==> src/rtl/lock_controller_if.sv <==
// PIN entry channel from the keypad decoder into the lock controller.
// validPin is a single-cycle strobe with no back-pressure; userPin is only meaningful while validPin is high.
interface lock_controller_if;
    logic [15:0] userPin;
    logic        validPin;

    modport master (output userPin, output validPin);
    modport slave  (input  userPin, input  validPin);
endinterface

==> src/rtl/lock_controller.sv <==
// Keypad lock state machine: PIN check, timed lockout after repeated failures,
// auto-relock after a quiet period, and two-entry PIN change.
module lock_controller #(
    parameter logic [15:0] DEFAULT_PIN  = 16'h4321,
    parameter int          MAX_ATTEMPTS = 3,
    parameter int          LOCKOUT_SECS = 30,
    parameter int          UNLOCK_SECS  = 10
) (
    input  logic                     clk,
    input  logic                     rst,
    input  logic                     tick_1Hz,
    lock_controller_if.slave         pin_bus,
    input  logic [1:0]               sw,
    output logic                     unlocked,
    output logic                     lockout,
    output logic [1:0]               state,
    output logic [1:0]               attemptsLeft,
    output logic [5:0]               secsLeft,
    output logic                     okPulse,
    output logic                     failPulse,
    output logic [15:0]              storedPin
);

    typedef enum logic [1:0] {
        LOCKED         = 2'd0,
        UNLOCKED       = 2'd1,
        CHANGE_CONFIRM = 2'd2,
        LOCKOUT        = 2'd3
    } lock_state_e;

    localparam logic [1:0] MAX_ATT   = 2'(MAX_ATTEMPTS);
    localparam logic [5:0] LOCK_S    = 6'(LOCKOUT_SECS);
    localparam logic [5:0] UNLOCK_S  = 6'(UNLOCK_SECS);

    lock_state_e cur_state, nxt_state;
    logic [15:0] stored_q, stored_d;
    logic [15:0] cand_q, cand_d;
    logic [1:0]  att_q, att_d;
    logic [5:0]  secs_q, secs_d;
    logic        ok_q, ok_d;
    logic        fail_q, fail_d;
    logic        well_formed;

    assign well_formed = (pin_bus.userPin[3:0]   <= 4'd9) &&
                         (pin_bus.userPin[7:4]   <= 4'd9) &&
                         (pin_bus.userPin[11:8]  <= 4'd9) &&
                         (pin_bus.userPin[15:12] <= 4'd9);

    always_ff @(posedge clk or posedge rst) begin
        if (rst) begin
            cur_state <= LOCKED;
            stored_q  <= DEFAULT_PIN;
            cand_q    <= 16'h0000;
            att_q     <= MAX_ATT;
            secs_q    <= 6'd0;
            ok_q      <= 1'b0;
            fail_q    <= 1'b0;
        end else begin
            cur_state <= nxt_state;
            stored_q  <= stored_d;
            cand_q    <= cand_d;
            att_q     <= att_d;
            secs_q    <= secs_d;
            ok_q      <= ok_d;
            fail_q    <= fail_d;
        end
    end

    always_comb begin
        nxt_state = cur_state;
        stored_d  = stored_q;
        cand_d    = cand_q;
        att_d     = att_q;
        secs_d    = secs_q;
        ok_d      = 1'b0;
        fail_d    = 1'b0;
        case (cur_state)
            LOCKED: begin
                if (pin_bus.validPin) begin
                    if (pin_bus.userPin == stored_q) begin
                        nxt_state = UNLOCKED;
                        att_d     = MAX_ATT;
                        secs_d    = UNLOCK_S;
                        ok_d      = 1'b1;
                    end else begin
                        fail_d = 1'b1;
                        if (att_q != 2'd0) att_d = att_q - 2'd1;
                        if (att_q == 2'd1) begin
                            nxt_state = LOCKOUT;
                            secs_d    = LOCK_S;
                        end
                    end
                end
            end
            UNLOCKED: begin
                // Manual lock beats PIN entry, and any PIN activity beats the tick.
                if (sw[1]) begin
                    nxt_state = LOCKED;
                    secs_d    = 6'd0;
                end else if (pin_bus.validPin && sw[0]) begin
                    if (well_formed) begin
                        cand_d    = pin_bus.userPin;
                        nxt_state = CHANGE_CONFIRM;
                    end else begin
                        fail_d = 1'b1;
                        secs_d = UNLOCK_S;
                    end
                end else if (pin_bus.validPin) begin
                    secs_d = UNLOCK_S;
                end else if (tick_1Hz) begin
                    if (secs_q == 6'd1) begin
                        nxt_state = LOCKED;
                        secs_d    = 6'd0;
                    end else if (secs_q != 6'd0) begin
                        secs_d = secs_q - 6'd1;
                    end
                end
            end
            CHANGE_CONFIRM: begin
                if (sw[1]) begin
                    nxt_state = LOCKED;
                    secs_d    = 6'd0;
                end else if (!sw[0]) begin
                    nxt_state = UNLOCKED;
                    secs_d    = UNLOCK_S;
                end else if (pin_bus.validPin) begin
                    nxt_state = UNLOCKED;
                    secs_d    = UNLOCK_S;
                    if (pin_bus.userPin == cand_q) begin
                        stored_d = cand_q;
                        ok_d     = 1'b1;
                    end else begin
                        fail_d = 1'b1;
                    end
                end
            end
            LOCKOUT: begin
                if (tick_1Hz) begin
                    if (secs_q == 6'd1) begin
                        nxt_state = LOCKED;
                        att_d     = MAX_ATT;
                        secs_d    = 6'd0;
                    end else if (secs_q != 6'd0) begin
                        secs_d = secs_q - 6'd1;
                    end
                end
            end
        endcase
    end

    assign state        = cur_state;
    assign unlocked     = (cur_state == UNLOCKED) || (cur_state == CHANGE_CONFIRM);
    assign lockout      = (cur_state == LOCKOUT);
    assign attemptsLeft = att_q;
    assign secsLeft     = secs_q;
    assign okPulse      = ok_q;
    assign failPulse    = fail_q;
    assign storedPin    = stored_q;

endmodule

==> src/flat_wrapper.sv <==
// flat-port wrapper written by rule: the top's interface ports become plain ports
module lock_controller_flat 
#(
    parameter logic [15:0] DEFAULT_PIN  = 16'h4321,
    parameter int          MAX_ATTEMPTS = 3,
    parameter int          LOCKOUT_SECS = 30,
    parameter int          UNLOCK_SECS  = 10
)
  (clk, rst, tick_1Hz, sw, unlocked, lockout, state, attemptsLeft, secsLeft, okPulse, failPulse, storedPin, pin_bus_userPin, pin_bus_validPin);
  lock_controller_if pin_bus_i ();
  input  logic clk;
  input  logic rst;
  input  logic tick_1Hz;
  input  logic [1:0] sw;
  output logic unlocked;
  output logic lockout;
  output logic [1:0] state;
  output logic [1:0] attemptsLeft;
  output logic [5:0] secsLeft;
  output logic okPulse;
  output logic failPulse;
  output logic [15:0] storedPin;
  input wire logic [$bits(pin_bus_i.userPin)-1:0] pin_bus_userPin;
  input wire logic [$bits(pin_bus_i.validPin)-1:0] pin_bus_validPin;
  assign pin_bus_i.userPin = pin_bus_userPin;
  assign pin_bus_i.validPin = pin_bus_validPin;
  lock_controller #(.DEFAULT_PIN(DEFAULT_PIN), .MAX_ATTEMPTS(MAX_ATTEMPTS), .LOCKOUT_SECS(LOCKOUT_SECS), .UNLOCK_SECS(UNLOCK_SECS)) u_core (.clk(clk), .rst(rst), .tick_1Hz(tick_1Hz), .pin_bus(pin_bus_i), .sw(sw), .unlocked(unlocked), .lockout(lockout), .state(state), .attemptsLeft(attemptsLeft), .secsLeft(secsLeft), .okPulse(okPulse), .failPulse(failPulse), .storedPin(storedPin));
endmodule
==> config.mk <==
export PLATFORM = sky130hd
export DESIGN_NAME = lock_controller_flat
export DESIGN_NICKNAME = d
export VERILOG_FILES = /design/src/rtl/lock_controller_if.sv /design/src/rtl/lock_controller.sv /design/src/flat_wrapper.sv
export SDC_FILE = /design/constraint.sdc
export NUM_CORES = 1
export LEC_CHECK = 0
export BUFFER_PORTS_ARGS = -buffer_cell sky130_fd_sc_hd__buf_2
export CAP_MARGIN = 20
export CORE_MARGIN = 1
export CORE_UTILIZATION = 55
export CTS_CLUSTER_SIZE = 28
export DETAILED_ROUTE_END_ITERATION = 10
export PLACE_DENSITY = 0.8
export SYNTH_ARGS = -nofsm -noshare
export SYNTH_HDL_FRONTEND = slang
export SYNTH_SLANG_ARGS = --single-unit
==> constraint.sdc <==
create_clock -name clk -period 2.6 [get_ports clk]
set_input_delay 0.39 -clock clk [delete_from_list [all_inputs] [get_ports clk]]
set_output_delay 0.39 -clock clk [all_outputs]
set_load 0.02 [all_outputs]
# Word level (Yosys, flattened, before mapping)
# Cells that the tools add are included.
[op_classes]
addsub = 2
mul = 0
div = 0
order_cmp = 4
n_eq_ne = 16
shifts = 0
muxes = 50
bitwise = 1
n_reduce_logical = 14
[ops]
columns = ["operator", "count"]
rows = [
  ["6-bit two-way mux", 13],
  ["2-bit two-way mux", 17],
  ["16-bit equality test", 2],
  ["6-bit one-hot mux with 4 select lines", 1],
  ["4-bit less-or-equal comparator, second input constant", 4],
  ["1-bit two-way mux", 15],
  ["5-bit AND reduction", 3],
  ["4-bit by 3-bit inequality test with 1-bit output, second input constant", 2],
  ["4-bit inequality test, second input constant", 2],
  ["2-bit one-hot mux with 4 select lines", 1],
  ["4-bit AND reduction", 2],
  ["6-bit by 1-bit equality test with 1-bit output, second input constant", 1],
  ["3-bit by 1-bit inequality test with 1-bit output, second input constant", 2],
  ["6-bit nonzero test", 1],
  ["6-bit by 1-bit subtractor with 6-bit output, second input constant", 1],
  ["2-bit by 1-bit equality test with 1-bit output, second input constant", 2],
  ["2-bit equality test, second input constant", 2],
  ["1-bit logical AND", 4],
  ["2-bit inequality test, second input constant", 2],
  ["2-bit one-hot mux with 2 select lines", 1],
  ["2-bit nonzero test", 2],
  ["1-bit one-hot mux with 3 select lines", 1],
  ["2-bit zero test", 1],
  ["2-bit by 1-bit inequality test with 1-bit output, second input constant", 1],
  ["other kinds (4)", 4],
]
[totals]
ff_bits = 44
latchBits = 0
mem_bits_rw = 0
mem_bits_ro = 0
in_bits = 22
out_inout_bits = 30
word_cells = 94
n_memories = 0

# Logic depth before layout (Yosys ltp)
# Gate-level depths: netlist of run 1.
[depth]
depth_word = 8
mapped_depth = 9

# Worst setup path before layout of run 1
# Ideal clock, no wire load.
[synth_timing]
path_kind = "register to register"
start = "register u_core.cur_state[1], in the netlist u_core.state[1]"
end = "register u_core.cand_q[0]"
setup_time_ns = 0.125
arrival_time_ns = 2.072
slack_ns = 0.403
path_stages_with_launch = 8
path_cell_list = "dfrtp_1 > inv_1 > ha_1 > nor2b_1 > nand3_1 > nor2_1 > buf_2 > mux2_2"
[synth_between]
elab_chain_len = 2
[synth_rtl]
columns = ["item", "line_no", "source"]
rows = [
  ["from (decl)", "lock_controller.sv:35", "lock_state_e cur_state, nxt_state;"],
  ["from (signal assigned)", "lock_controller.sv:59", "cur_state <= nxt_state;"],
  ["2-bit by 1-bit equality test with 1-bit output", "lock_controller.sv:77", "case (cur_state)"],
  ["4-bit AND reduction (no line)", "n/a", ""],
  ["to (signal assigned)", "lock_controller.sv:61", "cand_q <= cand_d;"],
  ["to (decl)", "lock_controller.sv:37", "logic [15:0] cand_q, cand_d;"],
]
# No other way between the ends.
# A chain may end at the register's enable or synchronous reset.

# Worst setup path after layout of run 1
[layout_timing]
start = "register u_core.stored_q[9], in the netlist u_core.storedPin[9]"
end = "register u_core.secs_q[5], in the netlist u_core.secsLeft[5]"
[layout_between]
elab_chain_len = 4
word_cells_on_any_way = 6
[layout_rtl]
columns = ["item", "line_no", "source"]
rows = [
  ["from (decl)", "lock_controller.sv:36", "logic [15:0] stored_q, stored_d;"],
  ["from (signal assigned)", "lock_controller.sv:60", "stored_q <= stored_d;"],
  ["16-bit equality test *", "lock_controller.sv:80", "if (pin_bus.userPin == stored_q) begin"],
  ["6-bit two-way mux", "lock_controller.sv:80", ""],
  ["6-bit two-way mux", "lock_controller.sv:79", "if (pin_bus.validPin) begin"],
  ["6-bit one-hot mux with 4 select lines", "lock_controller.sv:77", ""],
  ["to (signal assigned)", "lock_controller.sv:63", "secs_q <= secs_d;"],
  ["to (decl)", "lock_controller.sv:39", "logic [5:0] secs_q, secs_d;"],
]
# Every way passes the cells marked *; elsewhere a longest branch is shown, timed or not. The select of a mux whose other input is x is not followed.

==> impl_results.md, run 1 <==
* Status: completed
* Post-Synth Adder-Cell Area at 3.96%
* Simple logic cell fraction of the synthesized area at 14.7%
* Yosys top cell by area: dfrtp_1
* Clock power share at 20.2%
* CP cell instances: xor2_1, nor4_2, a41oi_1, o31a_1, or4_1, o21ai_1
* Yosys warns at 0
* Final setup fails at 0
* Worst R2R Setup Slack at between 0.4 and 0.5 ns
* Synth Area in Compound Gates at approximately 10%
* Synthesized Nets at around 270
* Arrival time worst endpoint at 2.43 ns
* GPL Wtd Cong at 0.910
* Distinct cells, synth at 40
* Number of fillers in the final layout at roughly 360
* Port Buf Inserts at slightly above 50
* Skew-Pair Late Insertion Delay at 0.30 ns
* Sequential share of the synthesized area at 43.9%
* Sw Share at 39.3%
* DR pass1 iterations at 5
* Sink Count at 44
* XOR/XNOR share of the synthesized area at 11.1%
* Critical Path RT at 2.83 ns
* Dpl hpwl at 3900 um
* Ys async rst share at 100%
* Vias in the first global route at 1,925
* Type of origin of the critical path: flop
* Drt via density at between 5 and 6
* Synth Register Bits at 44
* Worst rel slew slack at 63.1%
* Hold Slack at 0.214 ns
* Ys flop type: dfrtp_1
* IO Count at 52
* Worst slew pin tran at around 0.55 ns
* DRT iter0 DRCs at around 130
* Layout cell share with drive strength beyond 1 at 36.5%
* Height of the die at between 60 and 70 um
* FMAX at 455 MHz
* Critical Path Fanout Max at 3
* Final Slew Violations at 0
* Area occupied by multi-input gates at 1360 sq um
* Global-route wire length before repair at 9070 um
* Syn avg cell area at 10.7 sq um
* Comb pwr share at 41.2%
* FF-to-FF End: u_core.secsLeft[5]
* Max Cap Viol at 0
* Synth area leaders: dfrtp_1, mux2_2, xor2_1
* Largest net degree at the start of global routing at between 40 and 50
* Routed via count at 2,009
* Core Util, Final at about two thirds
* Top-area cell type share of the netlist area at 36.7%
* Post-Place Cells at 337
* Switching power at 1.01 mW
* Internal power at 1.56 mW
* HP Class: in2async
* DRT antenna net count at 0
* Crit-path slowest cell: dfstp_2
* Total CTS buffers at 5
* Seq pwr share at 38.6%
* PwrDens at 865 nW/um^2
* Drt drc at 0
* Final wirelength at 5290 um
* DIE AREA at 4870 sq um
* Final worst-path cycle share at between 80% and 90%
* Placed Area at 2870 sq um
* Post-CTS Setup Repair Bufs at 0
* H-tree depth at 2
* Initial core utilization at 57.6%
* Setup Skew at 0.00419 ns
* Core area at 4380 sq um
* Leakage at roughly 1.5 nW
* P&R area growth vs syn at 17.9%
* Total gr overflow at 0
* Fin cells at approximately 350
* Reg2Reg Launch Point: u_core.storedPin[9]
* CP max stage delay at 0.55 ns
* Cells after synthesis at 235
* Area taken by flip-flops and latches at 1110 sq um
* EDFF count, synth at 0
* Setup TNS at 0 ns
* Synthesized area at 2530 sq um
* Post-route cell area at between 2000 and 3000 sq um
* Main combinational cell family by area after synthesis: simple AND/OR/NAND/NOR gates
* CTS resizes at 0
* GRT Overall Usage at a little under a quarter
* Antenna violations before repair at 0
* Worst Reg-to-Reg Cells at 6
* Critical Path Sink Type: flop
* Fin crit period at 2.20 ns
* Avg WL per Cell at 15.3 um
* Synth top cells by count: dfrtp_1, mux2_2, xor2_1
* Count of final hold-check violations at 0
* TritonCTS clock tree: done
* CTS Buffer Depth at 2
* Nets at 322
* Setup CP Type: reg2reg
* Die width at 69.8 um
* Top-count cell post-synth: dfrtp_1
* Number of diodes at 0
* Clock transition at path regs at roughly 0.080 ns
* CTS root buf: clkbuf_8
* Rows at 24
* VDD IR max at 474 uV
* Post-synthesis mux area share at 14.3%
* RSZ-0062 raised after global routing: false
* Hold_buf cts at 0
## cells by family (layout without fill, tap and decap cells)
logic type                 count (synthesis)  after routing
DFF                                       44             44
xor gates and xnor gates                  32             32
AOI/OAI and AO/OA                         40             40
muxes                                     32             32
and+or+nand+nor                           66             66
buffers and inverters                     13             71
adders and majority gates                  8              8
## final cells by class
cell class,count,share of cell area [%]
clock buffer,5,2.31
clock inverter,3,1.43
inverter,8,1.01
multi-input combinational,178,45.8
sequential,44,37.3
tap,52,2.18
timing repair buffer,55,10.0
## metal layers
layer	GRT usage, %	wire [um]	up-vias
li1	-	-	959
met4	6.44	36	0
met2	39.6	2700	56
met5	0	0	-
met1	30.6	2310	989
met3	4.51	249	5
## worst max-delay path by stage
stage / end / from / slack (ns) / cells after the start
floorplan: u_core.cand_q[0] / u_core.state[1] / 0.40 / 7
global route: u_core.storedPin[2] / u_core.state[0] / 0.30 / 7
CTS: u_core.secsLeft[5] / u_core.storedPin[14] / 0.44 / 6
finish: u_core.secsLeft[5] / u_core.storedPin[9] / 0.40 / 6
detailed placement: u_core.secsLeft[5] / pin_bus_userPin[12] / 0.35 / 7
global placement: u_core.secsLeft[5] / pin_bus_userPin[3] / 0.41 / 7
## flip-flops by register name, indices dropped and copies added (netlist names)
| name | flops |
|---|---|
| u_core.storedPin | 16 |
| u_core.okPulse | 1 |
| u_core.secsLeft | 6 |
| u_core.state | 2 |
| u_core.failPulse | 1 |
| u_core.attemptsLeft | 2 |
| u_core.cand_q | 16 |
## cell usage in the layout, fill, tap and decap left out, types with 3 or more instances in the layout
cell,n
buf_2,51
dfrtp_1,37
mux2_2,32
xor2_1,32
o21ai_0,16
nor2_1,16
nand2_1,12
inv_1,8
ha_1,8
a21oi_1,7
dfstp_2,7
nand4_1,6
nand3_1,5
clkbuf_8,5
nor2b_1,4
nor3_1,4
nor4_1,4
nor4_2,3
buf_4,3
## critical path, delay by kind of cell (launching register included)
kind | cells | cell delay, ns
AND/OR/NAND/NOR | 2 | 0.83
XOR/XNOR | 1 | 0.09
flip-flops | 1 | 0.55
AO/OA/AOI/OAI | 3 | 0.65
## metrics by stage
| step | setup WS [ns] | total power [mW] |
|---|---|---|
| floorplan | 0.403 | 1.76 |
| global route | 0.301 | 2.77 |
| detailed placement | 0.349 | 2.06 |
| CTS | 0.436 | 2.59 |
| global placement | 0.406 | 2.03 |
| finish | 0.400 | 2.58 |
## power groups by stage
| stage | clock network, mW | logic [mW] | registers (mW) |
|---|---|---|---|
| 2_1_floorplan | 0 | 0.693 | 1.07 |
| 5_1_grt | 0.554 | 1.20 | 1.02 |
| 4_1_cts | 0.529 | 1.06 | 0.994 |
| 3_5_place_dp | 0 | 1.05 | 1.01 |
| 6_report | 0.521 | 1.06 | 0.995 |
| 3_3_place_gp | 0 | 1.03 | 0.998 |
(Power assumes the default switching activity.)
==> run 2, diff against run 1 <==
--- a/config.mk
+++ b/config.mk
@@ -8,10 +8,10 @@
 export BUFFER_PORTS_ARGS = -buffer_cell sky130_fd_sc_hd__buf_2
 export CAP_MARGIN = 20
 export CORE_MARGIN = 1
-export CORE_UTILIZATION = 55
+export CORE_UTILIZATION = 49
 export CTS_CLUSTER_SIZE = 28
 export DETAILED_ROUTE_END_ITERATION = 10
-export PLACE_DENSITY = 0.8
+export PLACE_DENSITY = 0.75
 export SYNTH_ARGS = -nofsm -noshare
 export SYNTH_HDL_FRONTEND = slang
 export SYNTH_SLANG_ARGS = --single-unit
==> constraint.sdc (replaced) <==
create_clock -name clk -period 1.95 [get_ports clk]
set_input_delay 0.2925 -clock clk [delete_from_list [all_inputs] [get_ports clk]]
set_output_delay 0.2925 -clock clk [all_outputs]
set_load 0.02 [all_outputs]
==> run 2 against run 1 <==
  * The run now ends with negative setup slack left
  * Final cell count grew 22%
  * Clock skew grew 0.0033 ns
  * Maximum frequency grew 3.6%
  * Die area grew 12%
  * Global-route usage grew 2.8 points
  * Highest routed layer unchanged
  * Power grew 67%
  * Combinational power grew 89%
  * Clock power grew 86%
==> impl_results.md, run 2 (synthesis results as in run 1) <==
* Final wirelength at 6940 um (was 5290 um)
* Port Buf Inserts at 51 (unchanged)
* Critical Path Sink Type: flop (unchanged)
* IO Count at 52 (unchanged)
* Avg WL per Cell at 16.5 um (was 15.3 um)
* Total CTS buffers at 5 (unchanged)
* P&R area growth vs syn at 47.8% (was 17.9%)
* GRT Overall Usage at 26.2% (was 23.4%)
* Hold Slack at 0.274 ns (was 0.214 ns)
* Routed via count at 2,326 (was 2,009)
* Max Cap Viol at 0 (unchanged)
* Clock transition at path regs at 0.09 ns (was 0.08 ns)
* DRT iter0 DRCs at 140 (was 133)
* Number of diodes at 0 (unchanged)
* Global-route wire length before repair at 10,600 um (was 9070 um)
* Most frequent cells in the layout: buf_4, buf_2, dfrtp_1 (was buf_2, dfrtp_1, mux2_2, xor2_1)
* VDD IR max at 670 uV (was 474 uV)
* H-tree depth at 2 (unchanged)
* Fin crit period at 2.12 ns (was 2.20 ns)
* Critical Path Source: u_core.storedPin[3] (was u_core.storedPin[9])
* Total gr overflow at 0 (unchanged)
* DRT antenna net count at 0 (unchanged)
* RSZ-0062 raised after global routing: true (was false)
* Setup WS post-layout at -0.174 ns (was 0.400 ns)
* Worst slew pin tran at 0.646 ns (was 0.554 ns)
* Arrival time worst endpoint at 2.36 ns (was 2.43 ns)
* Layout cell share with drive strength beyond 1 at 54.0% (was 36.5%)
* FMAX at 471 MHz (was 455 MHz)
* HP Class: in2reg (was in2async)
* Height of the die at 73.8 um (was 69.8 um)
* Rows at 25 (was 24)
* Largest net degree at the start of global routing at 30 (was 45)
* Worst Hold Launch: pin_bus_userPin[4]
* Failing checks: negative setup slack
* Count of final hold-check violations at 0 (unchanged)
* Reg2Reg Launch Point: u_core.storedPin[3] (was u_core.storedPin[9])
* Status: finished, violations left (was completed)
* Core area at 4850 sq um (was 4380 sq um)
* Type of origin of the critical path: flop (unchanged)
* CTS Buffer Depth at 2 (unchanged)
* Worst rel slew slack at 56.7% (was 63.1%)
* CTS root buf: clkbuf_8 (unchanged)
* Setup CP Type: reg2reg (unchanged)
* PwrDens at 1150 nW/um^2 (was 865 nW/um^2)
* Nets at 383 (was 322)
* Vias in the first global route at 2,178 (was 1,925)
* Initial core utilization at 52.1% (was 57.6%)
* Post-route cell area at 3730 sq um (was 2980 sq um)
* Final setup fails at 16 (was 0)
* Critical Path Fanout Max at 4 (was 3)
* DIE AREA at 5450 sq um (was 4870 sq um)
* Sink Count at 44 (unchanged)
* DR pass1 iterations at 4 (was 5)
* Final worst-path cycle share at 109% (was 84.6%)
* Most common cell after layout, fill and taps aside: buf_4 (was buf_2)
* Skew-Pair Late Insertion Delay at 0.30 ns (about the same)
* Dpl hpwl at 4680 um (was 3900 um)
* Critical Path RT at 2.18 ns (was 2.83 ns)
* Setup Skew at 0.00752 ns (was 0.00419 ns)
* Leakage at 1.89 nW (was 1.51 nW)
* Die width at 73.8 um (was 69.8 um)
* Drt via density at 5.52 (was 5.82)
* TritonCTS clock tree: done (unchanged)
* Antenna violations before repair at 0 (unchanged)
* Final Slew Violations at 0 (unchanged)
* Drt drc at 0 (unchanged)
* Placed Area at 3280 sq um (was 2870 sq um)
* GPL Wtd Cong at 0.837 (was 0.910)
run 2: final cells by class:
type	instances	area, sq um
flip-flops and latches	44	1110
well taps	67	83.8
fillers	289	1110
multi-input cells	178	1550
inverters	8	30.0
clock buffers	5	68.8
clock inverters	3	90.1
repair buffers	116	800
run 2: worst paths after layout:
kind	endpoint	cells after the start	slack, ns
hold reg to reg	u_core.storedPin[8]	1	0.56
min in group asynchronous	u_core.storedPin[10]	3	0.54
setup reg to reg	u_core.secsLeft[5]	6	-0.17
setup / recovery	u_core.secsLeft[5]	6	-0.17
max in group asynchronous	u_core.storedPin[5]	4	0.83
hold / removal	u_core.cand_q[4]	2	0.27
run 2: per-layer routing:
layer | vias up | global-route usage, % | routed length (um)
li1 | 1075 | - | -
met3 | 12 | 4.53 | 266
met1 | 1153 | 31.7 | 2870
met5 | - | 0 | 0
met2 | 86 | 46.7 | 3700
met4 | 0 | 8.97 | 113
run 2: worst max-delay path, cell delays in order (launching register included):
cell     delay (ns)
dfrtp_1        0.40
xor2_1         0.18
nor4_2         0.38
a41oi_2        0.17
o31a_1         0.37
or4_4          0.43
o21ai_2        0.12
run 2: timing repair:
action | 4_1_cts | 5_1_grt
resized for setup | 13 | 36
pin swaps | 9 | 20
setup endpoints to repair | 20 | 42
buffers inserted | 5 | 7
cloned | 0 | 1
hold endpoints to repair | 11 | 0
hold buffers | 1 | 0
run 2: power by group:
part / internal, mW / switching (mW)
combinational: 0.928 / 1.07
sequential: 1.12 / 0.209
clock: 0.641 / 0.328
total: 2.69 / 1.61
run 2: metrics by stage:
step                      TNS (ns)  util (%)  setup WS (ns)  instances  power, mW
final                       -0.571      77.0         -0.174        421       4.30
after global routing         -2.62      77.0         -0.252        421       4.55
after CTS                   -0.372      72.8         -0.133        414       4.09
after detailed placement     -3.05      67.7         -0.255        400       2.99
after global placement       -2.59      67.7         -0.226        400       2.93
after floorplan             -0.286         -         -0.103        235       2.36
